File: config.mk
export PLATFORM = sky130hd
export DESIGN_NAME = step_sequencer_flat
export DESIGN_NICKNAME = d
export VERILOG_FILES = /design/src/rtl/step_sequencer_pkg.sv /design/src/rtl/step_sequencer_if.sv /design/src/rtl/step_onehot_decoder.sv /design/src/rtl/step_sequencer.sv /design/src/flat_wrapper.sv
export SDC_FILE = /design/constraint.sdc
export NUM_CORES = 1
export LEC_CHECK = 0
export CORE_MARGIN = 4
export CORE_UTILIZATION = 42
export DETAILED_ROUTE_END_ITERATION = 8
export GPL_TIMING_DRIVEN = 0
export HOLD_SLACK_MARGIN = 0.03
export PLACE_DENSITY = 0.81
export SYNTH_ARGS = -nofsm -noshare
export SYNTH_HDL_FRONTEND = slang
export SYNTH_SLANG_ARGS = --single-unit
File: constraint.sdc
create_clock -name Clock -period 2.2 [get_ports Clock]
set_input_delay 0.33 -clock Clock [delete_from_list [all_inputs] [get_ports Clock]]
set_output_delay 0.33 -clock Clock [all_outputs]
set_load 0.01 [all_outputs]
File: src/rtl/step_sequencer_pkg.sv
// rtl/step_sequencer_pkg.sv - shared control-unit step sequencer types and defaults
package step_sequencer_pkg;

    typedef enum logic [1:0] {
        ST_IDLE = 2'd0,
        ST_RUN  = 2'd1,
        ST_WAIT = 2'd2,
        ST_HALT = 2'd3
    } step_state_t;

    // Also consumed by the control-unit decoder to size its step tables.
    localparam int DEFAULT_WIDTH    = 3;
    localparam int DEFAULT_MAX_STEP = 7;

endpackage

File: src/rtl/step_sequencer_if.sv
// rtl/step_sequencer_if.sv - control/status bundle between decoder and step sequencer
interface step_sequencer_if #(
    parameter int WIDTH    = step_sequencer_pkg::DEFAULT_WIDTH,
    parameter int MAX_STEP = step_sequencer_pkg::DEFAULT_MAX_STEP
);
    logic                Run;
    logic                Clear;
    logic                Stall;
    logic                Espera1ciclo;
    logic [WIDTH-1:0]    Tstep;
    logic [MAX_STEP:0]   StepOneHot;
    logic                Busy;
    logic                Done;
    logic                Overflow;

    modport master (
        output Run, Clear, Stall, Espera1ciclo,
        input  Tstep, StepOneHot, Busy, Done, Overflow
    );

    modport slave (
        input  Run, Clear, Stall, Espera1ciclo,
        output Tstep, StepOneHot, Busy, Done, Overflow
    );
endinterface

File: src/rtl/step_onehot_decoder.sv
// rtl/step_onehot_decoder.sv - binary step index to gated one-hot step vector
module step_onehot_decoder #(
    parameter int WIDTH    = step_sequencer_pkg::DEFAULT_WIDTH,
    parameter int MAX_STEP = step_sequencer_pkg::DEFAULT_MAX_STEP
) (
    input  logic [WIDTH-1:0]  step,
    input  logic              enable,
    output logic [MAX_STEP:0] onehot
);
    always_comb begin
        onehot = '0;
        if (enable) begin
            for (int i = 0; i <= MAX_STEP; i++) begin
                if (step == WIDTH'(i)) begin
                    onehot[i] = 1'b1;
                end
            end
        end
    end
endmodule

File: src/rtl/step_sequencer.sv
// rtl/step_sequencer.sv - instruction step sequencer with wait/stall, wrap/saturate and done pulse
module step_sequencer
    import step_sequencer_pkg::*;
#(
    parameter int WIDTH    = DEFAULT_WIDTH,
    parameter int MAX_STEP = DEFAULT_MAX_STEP,
    parameter bit WRAP     = 1'b1
) (
    input  logic Clock,
    input  logic Reset,
    step_sequencer_if.slave bus
);
    generate
        if (MAX_STEP < 1 || MAX_STEP > (2 ** WIDTH) - 1) begin : g_bad_max_step
            $error("step_sequencer: MAX_STEP out of range for WIDTH");
        end
    endgenerate

    localparam logic [WIDTH-1:0] LAST = WIDTH'(MAX_STEP);

    step_state_t      state, state_nxt;
    logic [WIDTH-1:0] tstep, tstep_nxt;
    logic             busy, done, overflow;
    logic             done_nxt, overflow_nxt;
    logic             advance, finish;

    always_ff @(posedge Clock) begin
        if (Reset) begin
            state    <= ST_IDLE;
            tstep    <= '0;
            busy     <= 1'b0;
            done     <= 1'b0;
            overflow <= 1'b0;
        end else begin
            state    <= state_nxt;
            tstep    <= tstep_nxt;
            busy     <= (state_nxt == ST_RUN) || (state_nxt == ST_WAIT);
            done     <= done_nxt;
            overflow <= overflow_nxt;
        end
    end

    always_comb begin
        state_nxt    = state;
        tstep_nxt    = tstep;
        done_nxt     = 1'b0;
        overflow_nxt = overflow;
        advance      = 1'b0;
        finish       = 1'b0;

        case (state)
            ST_IDLE: begin
                tstep_nxt = '0;
                if (bus.Run) begin
                    state_nxt = ST_RUN;
                end
            end
            ST_RUN: begin
                if (bus.Clear) begin
                    finish = 1'b1;
                end else if (bus.Espera1ciclo) begin
                    state_nxt = ST_WAIT;
                end else if (!bus.Stall) begin
                    advance = 1'b1;
                end
            end
            ST_WAIT: begin
                // The wait cycle is the held copy of the step; leaving it advances.
                if (bus.Clear) begin
                    finish = 1'b1;
                end else begin
                    advance = 1'b1;
                end
            end
            ST_HALT: begin
                if (bus.Clear) begin
                    finish = 1'b1;
                end
            end
            default: state_nxt = ST_IDLE;
        endcase

        if (advance) begin
            state_nxt = ST_RUN;
            if (tstep < LAST) begin
                tstep_nxt = tstep + WIDTH'(1);
            end else if (WRAP) begin
                finish = 1'b1;
            end else begin
                overflow_nxt = 1'b1;
                state_nxt    = ST_HALT;
            end
        end

        // Clear and wrap share this path, so coinciding events give one Done.
        if (finish) begin
            tstep_nxt    = '0;
            done_nxt     = 1'b1;
            overflow_nxt = 1'b0;
            state_nxt    = bus.Run ? ST_RUN : ST_IDLE;
        end
    end

    step_onehot_decoder #(
        .WIDTH    (WIDTH),
        .MAX_STEP (MAX_STEP)
    ) u_decoder (
        .step   (tstep),
        .enable (busy),
        .onehot (bus.StepOneHot)
    );

    assign bus.Tstep    = tstep;
    assign bus.Busy     = busy;
    assign bus.Done     = done;
    assign bus.Overflow = overflow;
endmodule
File: src/flat_wrapper.sv
// flat-port wrapper written by rule: the top's interface ports become plain ports
module step_sequencer_flat import step_sequencer_pkg::*;
#(
    parameter int WIDTH    = DEFAULT_WIDTH,
    parameter int MAX_STEP = DEFAULT_MAX_STEP,
    parameter bit WRAP     = 1'b1
)
  (Clock, Reset, bus_Run, bus_Clear, bus_Stall, bus_Espera1ciclo, bus_Tstep, bus_StepOneHot, bus_Busy, bus_Done, bus_Overflow);
  step_sequencer_if #(.WIDTH(WIDTH), .MAX_STEP(MAX_STEP)) bus_i ();
  input  logic Clock;
  input  logic Reset;
  input wire logic [$bits(bus_i.Run)-1:0] bus_Run;
  input wire logic [$bits(bus_i.Clear)-1:0] bus_Clear;
  input wire logic [$bits(bus_i.Stall)-1:0] bus_Stall;
  input wire logic [$bits(bus_i.Espera1ciclo)-1:0] bus_Espera1ciclo;
  output wire logic [$bits(bus_i.Tstep)-1:0] bus_Tstep;
  output wire logic [$bits(bus_i.StepOneHot)-1:0] bus_StepOneHot;
  output wire logic [$bits(bus_i.Busy)-1:0] bus_Busy;
  output wire logic [$bits(bus_i.Done)-1:0] bus_Done;
  output wire logic [$bits(bus_i.Overflow)-1:0] bus_Overflow;
  assign bus_i.Run = bus_Run;
  assign bus_i.Clear = bus_Clear;
  assign bus_i.Stall = bus_Stall;
  assign bus_i.Espera1ciclo = bus_Espera1ciclo;
  assign bus_Tstep = bus_i.Tstep;
  assign bus_StepOneHot = bus_i.StepOneHot;
  assign bus_Busy = bus_i.Busy;
  assign bus_Done = bus_i.Done;
  assign bus_Overflow = bus_i.Overflow;
  step_sequencer #(.WIDTH(WIDTH), .MAX_STEP(MAX_STEP), .WRAP(WRAP)) u_core (.Clock(Clock), .Reset(Reset), .bus(bus_i));
endmodule
==> results.yml <==
sta:
  timing.final.crit_share: 0.901
  setup_slack_ns: 0.217
  fmax_ghz: 0.504
  rsz0062_at_grt: "false"
  hold_viol: 0
  fin_hold_ws_ns: 0.550
  final.setup_skew_ns: 0.00226
  tns_ns: 0
  slew_viol_final: 0
  fin_crit_ns: 1.98
  setup_viol_count_final: 0
setup_path:
  start_kind: "flip-flop"
  cp.required_ns: 1.87
  r2r_start: "u_core.state[1]$_SDFF_PP0_"
  crit_path_end: "bus_StepOneHot[3]"
  r2r_end: "u_core.bus.Busy$_SDFF_PP0_"
  worst_ep_arrival_time_ns: 1.65
  path_max_fanout: 7
  rr_worst_depth: 7
  endpoint_kind: "output port"
  path_class: "reg -> out"
  reg2reg_slack_ns: 0.23
  crit_path_start: "u_core.bus.Tstep[0]$_SDFF_PP0_"
synthesis:
  synthesis.nets: 83
  netlist_area_um2: 553
  ys_ff_latch: 7
  synth_seq_area_share: 0.253
  synth_cells: 68
  synth_cell_type_count: 26
  avgSynthCellArea_um2: 8.13
  synth_warnings: 0
floorplan:
  die_h_um: 44.3
  core_area_mm2: 0.00117
  dieArea_mm2: 0.00196
  start_util: 0.472
  row_count: 12
  ioPinCount: 20
  die_w_um: 44.3
global_routing:
  antenna_found_initial: 0
  grt_max_degree: 9
  gr-total-overflow: 0
  grt_usage: 0.132
  grt_pass1_vias: 512
  grt_pass1_wl_um: 2020
final_layout:
  synthToLayoutAreaGrowth_pct: 40.5
  n_antenna_cell: 0
  fin_cells: 104
  fillCellCount: 112
  layout_commonest_cell: "clkdlybuf4s50_1"
  mostFrequentLayoutCells: "clkdlybuf4s50_1, ha_1, nor2_1"
  finish.utilization: 0.663
  design_area_um2: 777
  drive_gt1_frac: 0.0556
  nNetsFinal: 106
placed_design:
  dp_cells: 100
  gp_congestion: 0.837
  pre_cts_ws_ns: 0.0838
  post_dp_cell_area_um2: 751
  portBuffers: 18
pwr:
  p_leak_nw: 0.312
  peakVddDrop_v: 0.000446
  total_power_mw: 0.391
  power_density_mw_per_mm2: 504
clocking:
  cts_hold_buf: 0
  cts.clk_slew.worst_paths_ns: 0.05
  insertion_delay_ns: 0.25
  numCtsBuffers: 3
  tritoncts: "yes"
  cts_setup_buffers: 0
  cts_root_buf: "clkbuf_4"
  cts_htree_levels: 1
  cts_resized: 0
  clock-sinks: 7
  clk_path_buf_depth: 2
route:
  routed-via-count: 540
  via_per_inst: 5.19
  drtIter0Drc: 3
  drtPass1Iterations: 4
  wl_per_cell_um: 10.9
  drc: 0
  ant_nets: 0
  drt_wl_total_um: 1130
worst_hold_path:
  hold_class: "reg -> reg"
run:
  cap_violations: 0
outcome:
  run_status: "completed"
==> per-layer routing <==
| layer | GRT usage | vias up | routed length, um |
|---|---|---|---|
| met5 | 0 | - | 0 |
| met4 | 0 | 0 | 0 |
| met3 | 0.0488 | 0 | 98 |
| met2 | 0.259 | 22 | 571 |
| met1 | 0.141 | 241 | 461 |
| li1 | - | 277 | - |
==> how the worst min path moves through the flow <==
stage	start	depth (start not counted)	slack, ns	endpoint
after floorplan	Reset	1	0.40	u_core.bus.Busy$_SDFF_PP0_
after global placement	u_core.bus.Tstep[0]$_SDFF_PP0_	2	0.55	u_core.bus.Tstep[0]$_SDFF_PP0_
after detailed placement	u_core.bus.Tstep[0]$_SDFF_PP0_	2	0.55	u_core.bus.Tstep[0]$_SDFF_PP0_
after CTS	u_core.bus.Tstep[0]$_SDFF_PP0_	2	0.56	u_core.bus.Tstep[0]$_SDFF_PP0_
after global routing	u_core.bus.Tstep[0]$_SDFF_PP0_	2	0.61	u_core.bus.Tstep[0]$_SDFF_PP0_
final	u_core.bus.Tstep[0]$_SDFF_PP0_	2	0.55	u_core.bus.Tstep[0]$_SDFF_PP0_
==> cells in the mapped netlist <==
master / n / area [um^2]
conb_1: 1 / 3.75
inv_1: 5 / 18.8
a21boi_0: 1 / 7.51
ha_1: 9 / 113
nor3_1: 3 / 15.0
or4b_1: 1 / 10.0
o2111ai_1: 1 / 8.76
or3_1: 1 / 6.26
o221ai_1: 1 / 8.76
nand2b_1: 4 / 25.0
a211o_1: 1 / 8.76
buf_4: 1 / 7.51
o21ai_1: 1 / 5.00
nor2_1: 8 / 30.0
nand2_1: 1 / 3.75
and2_1: 2 / 12.5
a21oi_1: 4 / 20.0
mux2_1: 1 / 11.3
nor3b_2: 1 / 12.5
dfxtp_1: 7 / 140
nor2b_1: 2 / 12.5
and3_1: 4 / 25.0
mux2i_1: 1 / 10.0
o21a_1: 1 / 7.51
nand3_1: 3 / 15.0
o21ai_0: 3 / 15.0
==> power by group <==
part,internal [mW],switching (mW)
Sequential,0.139,0.0131
Combinational,0.0655,0.0620
Clock,0.0689,0.0429
==> final cells by class <==
cell class / instances / area (um^2) / share of cell area
Timing Repair Buffer: 18 / 180 / 0.232
Inverter: 5 / 18.8 / 0.0242
Tap cell: 14 / 17.5 / 0.0225
Multi-Input combinational cell: 55 / 387 / 0.498
Clock buffer: 4 / 26.3 / 0.0338
Buffer: 1 / 7.51 / 0.00966
Sequential cell: 7 / 140 / 0.180
==> kinds of logic (layout without fill, tap and decap cells) <==
| family | count (synthesis) | in the layout | share of synthesized area |
|---|---|---|---|
| compound gates | 13 | 13 | 0.147 |
| fa+ha+maj | 9 | 9 | 0.204 |
| other cells | 1 | 1 | 0.00678 |
| simple gates | 30 | 30 | 0.303 |
| buf+inv | 6 | 28 | 0.0475 |
| flops | 7 | 7 | 0.253 |
| mux | 2 | 2 | 0.0385 |
==> critical path, cell delays in order (launching register included) <==
cell	delay [ns]
dfxtp_1	0.43
ha_1	0.21
ha_1	0.13
and2_1	0.11
clkdlybuf4s50_1	0.53
==> flip-flops by register name, indices dropped and copies added, names as in the netlist <==
signal,count
u_core.bus.Tstep,3
u_core.state,2
u_core.bus.Busy,1
u_core.bus.Done,1
No activity file was read; power rests on OpenSTA's default activity.
